## src/rtl/rgb_to_gray_pipe_if.sv

```systemverilog
// Pixel stream bundle for rgb_to_gray_pipe: RGB input side and gray output side.
// Handshake rule, both sides: a beat transfers on a rising edge where valid & ready;
// valid and its payload stay stable until that edge, and ready may depend on the other side.
interface rgb_to_gray_pipe_if;
  logic        s_valid;
  logic        s_ready;
  logic [23:0] s_rgb;
  logic        s_last;
  logic        m_valid;
  logic        m_ready;
  logic [7:0]  m_gray;
  logic        m_last;

  modport master (
    output s_valid, s_rgb, s_last, m_ready,
    input  s_ready, m_valid, m_gray, m_last
  );

  modport slave (
    input  s_valid, s_rgb, s_last, m_ready,
    output s_ready, m_valid, m_gray, m_last
  );
endinterface

```

## src/rtl/rgb_to_gray_pipe.sv

```systemverilog
// Three-stage RGB to gray converter (77/150/29 luma weights) with a whole-pipe stall
// and an output-side frame length checker.
module rgb_to_gray_pipe #(
  parameter bit ROUND        = 1'b0,
  parameter int FRAME_PIXELS = 307200,
  parameter int CNT_W        = 19
) (
  input  logic                clk,
  input  logic                rst,
  rgb_to_gray_pipe_if.slave   pix,
  output logic                frame_done,
  output logic                len_err
);

  localparam logic [CNT_W-1:0] LAST_IDX = CNT_W'(FRAME_PIXELS - 1);
  localparam logic [15:0]      RND      = ROUND ? 16'd128 : 16'd0;

  logic             v1_q, v1_d, v2_q, v2_d, v3_q, v3_d;
  logic [15:0]      pr_q, pr_d, pg_q, pg_d, pb_q, pb_d;
  logic             l1_q, l1_d, l2_q, l2_d, l3_q, l3_d;
  logic [15:0]      acc_q, acc_d;
  logic [7:0]       gray_q, gray_d;
  logic [CNT_W-1:0] cnt_q, cnt_d;
  logic             fd_q, fd_d, err_q, err_d;

  logic        adv, out_hs, at_end;
  logic [15:0] r16, g16, b16;

  // Every stage moves together; only a stalled valid output blocks the pipe.
  assign adv    = ~v3_q | pix.m_ready;
  assign out_hs = v3_q & pix.m_ready;
  assign at_end = (cnt_q == LAST_IDX);

  assign r16 = {8'd0, pix.s_rgb[23:16]};
  assign g16 = {8'd0, pix.s_rgb[15:8]};
  assign b16 = {8'd0, pix.s_rgb[7:0]};

  always_comb begin
    v1_d   = v1_q;
    v2_d   = v2_q;
    v3_d   = v3_q;
    pr_d   = pr_q;
    pg_d   = pg_q;
    pb_d   = pb_q;
    l1_d   = l1_q;
    l2_d   = l2_q;
    l3_d   = l3_q;
    acc_d  = acc_q;
    gray_d = gray_q;
    if (adv) begin
      v1_d = pix.s_valid;
      if (pix.s_valid) begin
        pr_d = (r16 << 6) + (r16 << 3) + (r16 << 2) + r16;
        pg_d = (g16 << 7) + (g16 << 4) + (g16 << 2) + (g16 << 1);
        pb_d = (b16 << 4) + (b16 << 3) + (b16 << 2) + b16;
        l1_d = pix.s_last;
      end
      v2_d   = v1_q;
      acc_d  = pr_q + pg_q + pb_q + RND;
      l2_d   = l1_q;
      v3_d   = v2_q;
      gray_d = acc_q[15:8];
      l3_d   = l2_q;
    end
  end

  // A frame ends either at the expected count or at a last marker; disagreement is an error.
  always_comb begin
    cnt_d = cnt_q;
    fd_d  = 1'b0;
    err_d = err_q;
    if (out_hs) begin
      cnt_d = (at_end || l3_q) ? '0 : cnt_q + CNT_W'(1);
      fd_d  = at_end;
      err_d = err_q | (at_end != l3_q);
    end
  end

  always_ff @(posedge clk or posedge rst) begin
    if (rst) begin
      v1_q   <= 1'b0;
      v2_q   <= 1'b0;
      v3_q   <= 1'b0;
      pr_q   <= '0;
      pg_q   <= '0;
      pb_q   <= '0;
      l1_q   <= 1'b0;
      l2_q   <= 1'b0;
      l3_q   <= 1'b0;
      acc_q  <= '0;
      gray_q <= '0;
      cnt_q  <= '0;
      fd_q   <= 1'b0;
      err_q  <= 1'b0;
    end else begin
      v1_q   <= v1_d;
      v2_q   <= v2_d;
      v3_q   <= v3_d;
      pr_q   <= pr_d;
      pg_q   <= pg_d;
      pb_q   <= pb_d;
      l1_q   <= l1_d;
      l2_q   <= l2_d;
      l3_q   <= l3_d;
      acc_q  <= acc_d;
      gray_q <= gray_d;
      cnt_q  <= cnt_d;
      fd_q   <= fd_d;
      err_q  <= err_d;
    end
  end

  assign pix.s_ready = adv;
  assign pix.m_valid = v3_q;
  assign pix.m_gray  = gray_q;
  assign pix.m_last  = l3_q;
  assign frame_done  = fd_q;
  assign len_err     = err_q;

endmodule

```

## src/flat_wrapper.sv

```systemverilog
// flat-port wrapper written by rule: the top's interface ports become plain ports
module rgb_to_gray_pipe_flat 
#(
  parameter bit ROUND        = 1'b0,
  parameter int FRAME_PIXELS = 307200,
  parameter int CNT_W        = 19
)
  (clk, rst, frame_done, len_err, pix_s_valid, pix_s_rgb, pix_s_last, pix_m_ready, pix_s_ready, pix_m_valid, pix_m_gray, pix_m_last);
  rgb_to_gray_pipe_if pix_i ();
  input  logic clk;
  input  logic rst;
  output logic frame_done;
  output logic len_err;
  input wire logic [$bits(pix_i.s_valid)-1:0] pix_s_valid;
  input wire logic [$bits(pix_i.s_rgb)-1:0] pix_s_rgb;
  input wire logic [$bits(pix_i.s_last)-1:0] pix_s_last;
  input wire logic [$bits(pix_i.m_ready)-1:0] pix_m_ready;
  output wire logic [$bits(pix_i.s_ready)-1:0] pix_s_ready;
  output wire logic [$bits(pix_i.m_valid)-1:0] pix_m_valid;
  output wire logic [$bits(pix_i.m_gray)-1:0] pix_m_gray;
  output wire logic [$bits(pix_i.m_last)-1:0] pix_m_last;
  assign pix_i.s_valid = pix_s_valid;
  assign pix_i.s_rgb = pix_s_rgb;
  assign pix_i.s_last = pix_s_last;
  assign pix_i.m_ready = pix_m_ready;
  assign pix_s_ready = pix_i.s_ready;
  assign pix_m_valid = pix_i.m_valid;
  assign pix_m_gray = pix_i.m_gray;
  assign pix_m_last = pix_i.m_last;
  rgb_to_gray_pipe #(.ROUND(ROUND), .FRAME_PIXELS(FRAME_PIXELS), .CNT_W(CNT_W)) u_core (.clk(clk), .rst(rst), .pix(pix_i), .frame_done(frame_done), .len_err(len_err));
endmodule
```

## config.mk

```make
export PLATFORM = sky130hd
export DESIGN_NAME = rgb_to_gray_pipe_flat
export DESIGN_NICKNAME = d
export VERILOG_FILES = /design/src/rtl/rgb_to_gray_pipe_if.sv /design/src/rtl/rgb_to_gray_pipe.sv /design/src/flat_wrapper.sv
export SDC_FILE = /design/constraint.sdc
export NUM_CORES = 1
export LEC_CHECK = 0
export BUFFER_PORTS_ARGS = -buffer_cell sky130_fd_sc_hd__buf_4
export CORE_UTILIZATION = 62
export CTS_CLUSTER_DIAMETER = 50
export DETAILED_ROUTE_END_ITERATION = 10
export PLACE_DENSITY_LB_ADDON = 0.08
export SLEW_MARGIN = 20
export SYNTH_ARGS = -nofsm -noshare
export SYNTH_HDL_FRONTEND = slang
export SYNTH_SLANG_ARGS = --single-unit
```

## constraint.sdc

```tcl
create_clock -name clk -period 2.88 [get_ports clk]
set_input_delay 0.144 -clock clk [delete_from_list [all_inputs] [get_ports clk]]
set_output_delay 0.144 -clock clk [all_outputs]
set_load 0.01 [all_outputs]
```

# --- After elaboration in Yosys (flattened, before gate mapping) ---
# Index checks and enable logic that the tools add are counted.
word_totals:
  register_bits: 99
  in_bits: 29
  word_cells: 36
  output_inout_bits: 13
classes:
  n_addsub: 12
  muxes: 2
  eq_ne: 2
  n_reduce_logical: 2
  n_bitwise: 4
op_table:
  columns: ["op", "n"]
  rows:
  - ["16-bit by 10-bit adder with 16-bit output", 3]
  - ["16-bit adder", 2]
  - ["16-bit by 8-bit adder with 16-bit output", 2]
  - ["19-bit by 1-bit adder with 19-bit output, second input constant", 1]
  - ["19-bit == test, second input constant", 1]
  - ["19-bit 2-to-1 mux", 1]
  - ["15-bit by 12-bit adder with 16-bit output", 1]
  - ["16-bit by 9-bit adder with 16-bit output", 1]
  - ["14-bit by 11-bit adder with 15-bit output", 1]
  - ["12-bit by 11-bit adder with 13-bit output", 1]
  - ["1-bit OR", 2]
  - ["2-bit AND reduction", 1]
  - ["1-bit AND", 1]
  - ["1-bit logical OR", 1]
  - ["1-bit 2-to-1 mux", 1]
  - ["1-bit inequality test", 1]
  - ["1-bit inverter", 1]

# --- Depth between registers and ports, before layout ---
depth:
  word_depth: 3
  ltp_mapped: 15

# --- Worst setup path before layout ---
# No wires, ideal clock.
synth_timing:
  path_kind: "input to register"
  start: "in pix_s_rgb[8]"
  end: "reg u_core.pg_q[14]"
  required_time_ns: 2.734
  cell_stages: 11
  n_path_buf: 0
  setup_time_ns: 0.146
  path_slack_ns: 0.034
  arrival_ns: 2.700
  path_cell_list: "inv_1 > fa_1 > inv_1 > fa_1 > ha_1 > o21a_1 > o21a_1 > o311a_1 > o41ai_2 > mux2i_1 > o311ai_0"
synth_via:
  elab_chain_len: 3
synth_rtl:
  columns: ["item", "line_no", "text"]
  rows:
  - ["start: declaration", "flat_wrapper.sv:15", "input wire logic [$bits(pix_i.s_rgb)-1:0] pix_s_rgb;"]
  - ["15-bit by 12-bit adder with 16-bit output", "rgb_to_gray_pipe.sv:54", "pg_d = (g16 << 7) + (g16 << 4) + (g16 << 2) + (g16 << 1);"]
  - ["16-bit by 10-bit adder with 16-bit output", "rgb_to_gray_pipe.sv:54", null]
  - ["16-bit by 9-bit adder with 16-bit output *", "rgb_to_gray_pipe.sv:54", null]
  - ["end signal: assignment", "rgb_to_gray_pipe.sv:100", "pg_q <= pg_d;"]
  - ["end: declaration", "rgb_to_gray_pipe.sv:19", "logic [15:0] pr_q, pr_d, pg_q, pg_d, pb_q, pb_d;"]
# Every way passes the cells marked *; elsewhere a longest branch is shown, timed or not.
# A chain may end at the register's enable or synchronous reset.

# --- Worst setup path after layout ---
layout_timing:
  start: "reg u_core.pb_q[6]"
  end: "reg u_core.acc_q[15]"
layout_via:
  elab_chain_len: 1
layout_rtl:
  columns: ["item", "line_no", "text"]
  rows:
  - ["start: declaration", "rgb_to_gray_pipe.sv:19", null]
  - ["start signal: assignment", "rgb_to_gray_pipe.sv:101", "pb_q <= pb_d;"]
  - ["16-bit adder", "rgb_to_gray_pipe.sv:59", "acc_d = pr_q + pg_q + pb_q + RND;"]
  - ["end signal: assignment", "rgb_to_gray_pipe.sv:90", "acc_q <= '0;"]
  - ["end signal: assignment", "rgb_to_gray_pipe.sv:105", "acc_q <= acc_d;"]
  - ["end: declaration", "rgb_to_gray_pipe.sv:21", "logic [15:0] acc_q, acc_d;"]
# No other way between the ends.

==> flow_metrics.env <==
export IMPL_status="completed"
export IMPL_first_pass_iters=5
export IMPL_fmax_mhz=360.8
export IMPL_dieArea_um2=11010
export IMPL_postSynthAreaPerCell_um2=9.384
export IMPL_syn_to_final_growth_pct=16.15
export IMPL_ys_flop_type="dfrtp_1"
export IMPL_stdcell_count=930
export IMPL_design_area_um2=7630
export IMPL_synthDominantCellAreaShare=0.3352
export IMPL_post_dp_hpwl_mm=10.72
export IMPL_layout_common_cells="nand2_1, buf_4, dfrtp_1, ha_1, inv_1"
export IMPL_power_density_nw_per_um2=849.7
export IMPL_n_antenna_cell=0
export IMPL_cts_buffer_depth=2
export IMPL_ys_types=61
export IMPL_syn_inst=700
export IMPL_grt_use_total=0.2621
export IMPL_period_minus_slack_ns=2.772
export IMPL_die_h_um=104.9
export IMPL_layout_drive_gt1_share=0.1650
export IMPL_end_kind="flop"
export IMPL_htreeDepth=3
export IMPL_antenna_found_initial=0
export IMPL_cts_sink_count=88
export IMPL_syn_num_nets=839
export IMPL_synth_edf_count=0
export IMPL_wire_per_inst_um=14.65
export IMPL_cp_start_kind="flop"
export IMPL_gr_total_overflow=0
export IMPL_max_slew_margin_rel=0.3137
export IMPL_clock_insertion_delay_worst_skew_ns=0.37
export IMPL_ant_nets=0
export IMPL_async_flop_share=1.000
export IMPL_hold_path_class="in2reg"
export IMPL_cts_tree="built"
export IMPL_skew_ns=0.01904
export IMPL_arrival_ns=3.05
export IMPL_cts_buffers=9
export IMPL_grt_max_degree=35
export IMPL_ys_ff_latch=88
export IMPL_core_um2=10280
export IMPL_wl_mm=13.63
export IMPL_die_w_um=104.9
export IMPL_cts_clk_slew_worst_paths_ns=0.10
export IMPL_drc=0
export IMPL_synth_area_um2=6569
export IMPL_grt_pass1_vias=5283
export IMPL_start_util=0.6392
export IMPL_rsz0062_at_grt="true"
export IMPL_slew_violations=0
export IMPL_vdd_drop_max_uv=539.5
export IMPL_crit_type="reg2reg"
export IMPL_power_mw=6.483
export IMPL_n_fill_cell=777
export IMPL_placed_cells=912
export IMPL_tightestPinTransition_ns=1.029
export IMPL_routabilityCongestion=0.8233
export IMPL_ys_top_cells_by_area="dfrtp_1, ha_1, fa_1, nand2_1, o21ai_0"
export IMPL_ys_warn_count=0
export IMPL_postPlaceCellArea_um2=7375
export IMPL_rows=37
export IMPL_setup_viol=0
export IMPL_layout_commonest_cell="nand2_1"
export IMPL_cts_setup_buffers=0
export IMPL_fin_crit_sh=0.9623
export IMPL_p_leak_nw=3.853
export IMPL_ioPinCount=42
export IMPL_vias=5227
export IMPL_required_ns=3.15
export IMPL_first_iter_violations=227
export IMPL_root_buffer="clkbuf_8"
export IMPL_maxCapViolCount=0
export IMPL_port_buffers=41
export IMPL_via_per_inst=5.620
export IMPL_fin_setup_tns_ns=0
export IMPL_grt_pass1_wl_mm=23.29
export IMPL_hold_violations=0
export IMPL_path_max_fanout=3
export IMPL_seq_area_frac_synth=0.3352
export IMPL_layout_nets=928
export IMPL_yosys_area_top_type="dfrtp_1"
-- layout make-up --
cell class / count / area, µm² / share of cell area
multi-input cells: 534 / 4109 / 0.5385
flip-flops and latches: 88 / 2202 / 0.2886
inverters: 61 / 230.2 / 0.03017
clock buffers: 9 / 123.9 / 0.01623
clock inverters: 7 / 76.32 / 0.01000
well taps: 136 / 170.2 / 0.02230
repair buffers: 95 / 718.2 / 0.09413
-- registers in the layout, summed over array words and instances (netlist names) --
signal / count
u_core.l1_q: 1
u_core.v2_q: 1
u_core.pix.m_valid: 1
u_core.pix.m_last: 1
u_core.v1_q: 1
u_core.cnt_q: 19
u_core.l2_q: 1
u_core.pr_q: 16
u_core.pix.m_gray: 8
u_core.len_err: 1
u_core.frame_done: 1
u_core.acc_q: 8
u_core.pb_q: 14
u_core.pg_q: 15
-- final timing paths --
| kind | start | end | slack, ns | cells past startpoint |
|---|---|---|---|---|
| max | u_core.pb_q[6]$_DFFE_PP0P_ | u_core.acc_q[15]$_DFFE_PP0N_ | 0.11 | 10 |
| min | pix_s_rgb[15] | u_core.pg_q[14]$_DFFE_PP0P_ | 0.08 | 2 |
| max reg2reg | u_core.pb_q[6]$_DFFE_PP0P_ | u_core.acc_q[15]$_DFFE_PP0N_ | 0.11 | 10 |
| min reg2reg | u_core.pix.m_gray[2]$_DFFE_PP0N_ | u_core.pix.m_gray[2]$_DFFE_PP0N_ | 0.48 | 2 |
| max in group asynchronous | rst | u_core.pr_q[13]$_DFFE_PP0P_ | 1.78 | 4 |
| min in group asynchronous | rst | u_core.frame_done$_DFF_PP0_ | 0.32 | 3 |
-- where the power goes --
part / switching (mW) / internal [mW] / total [mW]
clock: 0.512 / 0.344 / 0.856
combinational: 1.94 / 1.71 / 3.65
sequential: 0.323 / 1.65 / 1.98
total: 2.77 / 3.71 / 6.48
-- worst max-delay path: stages (launching register included) --
cell       delay, ns
dfrtp_1         0.42
fa_1            0.49
ha_1            0.34
nand4_1         0.13
a211oi_1        0.08
buf_4           0.17
o2111ai_4       0.25
nand2_2         0.10
o311a_1         0.34
o21a_1          0.18
o31ai_1         0.21
-- cells in the mapped netlist, drive strengths merged, types with 2 or more instances --
cell type and n:
inv 61, mux2i 3, and2 3, or3 4, o211ai 2, nor2 34
o21a 12, nand2b 7, xnor2 14, a22o 3, nand4 7, fa 36
o31ai 13, and3 4, o21bai 2, or2 3, a21oi 25, clkbuf 13
o41ai 2, nor2b 8, o21ai 51, buf 4, nor3 13, o311a 2
xor2 24, dfrtp 88, nand2 129, a211oi 12, ha 74, a21o 18
nor4 3, nand3 11
-- timing repair --
action,CTS,global route
endpoints found under the hold margin,26,0
hold buffers,2,0
endpoints found under the setup margin,0,3
resized for setup,0,5
-- layer usage --
layer  GRT usage  part of all wire  vias up
met5           0                 0        -
met4     0.08753             0.019        0
li1            -                 -     2575
met3     0.02994             0.035       20
met2      0.4721              0.51       93
met1      0.3275              0.44     2539
-- per-stage QoR --
step	setup WS [ns]	util	hold slack (ns)
after floorplan	0.03391	-	0.2494
after global placement	-0.1613	0.7176	0.1687
after detailed placement	-0.2909	0.7176	0.1766
after CTS	0.07218	0.7390	0.07716
after global routing	-0.01426	0.7424	0.08538
final	0.1084	0.7424	0.07746
-- cell families after synthesis --
group / count (synthesis) / synth area share
simple gates: 228 / 0.1564
compound gates: 154 / 0.1549
fa+ha+maj: 111 / 0.2522
flops: 88 / 0.3352
buf+inv: 78 / 0.04495
xor+xnor: 38 / 0.05181
mux: 3 / 0.004572
Power figures use the tool's default switching activity.
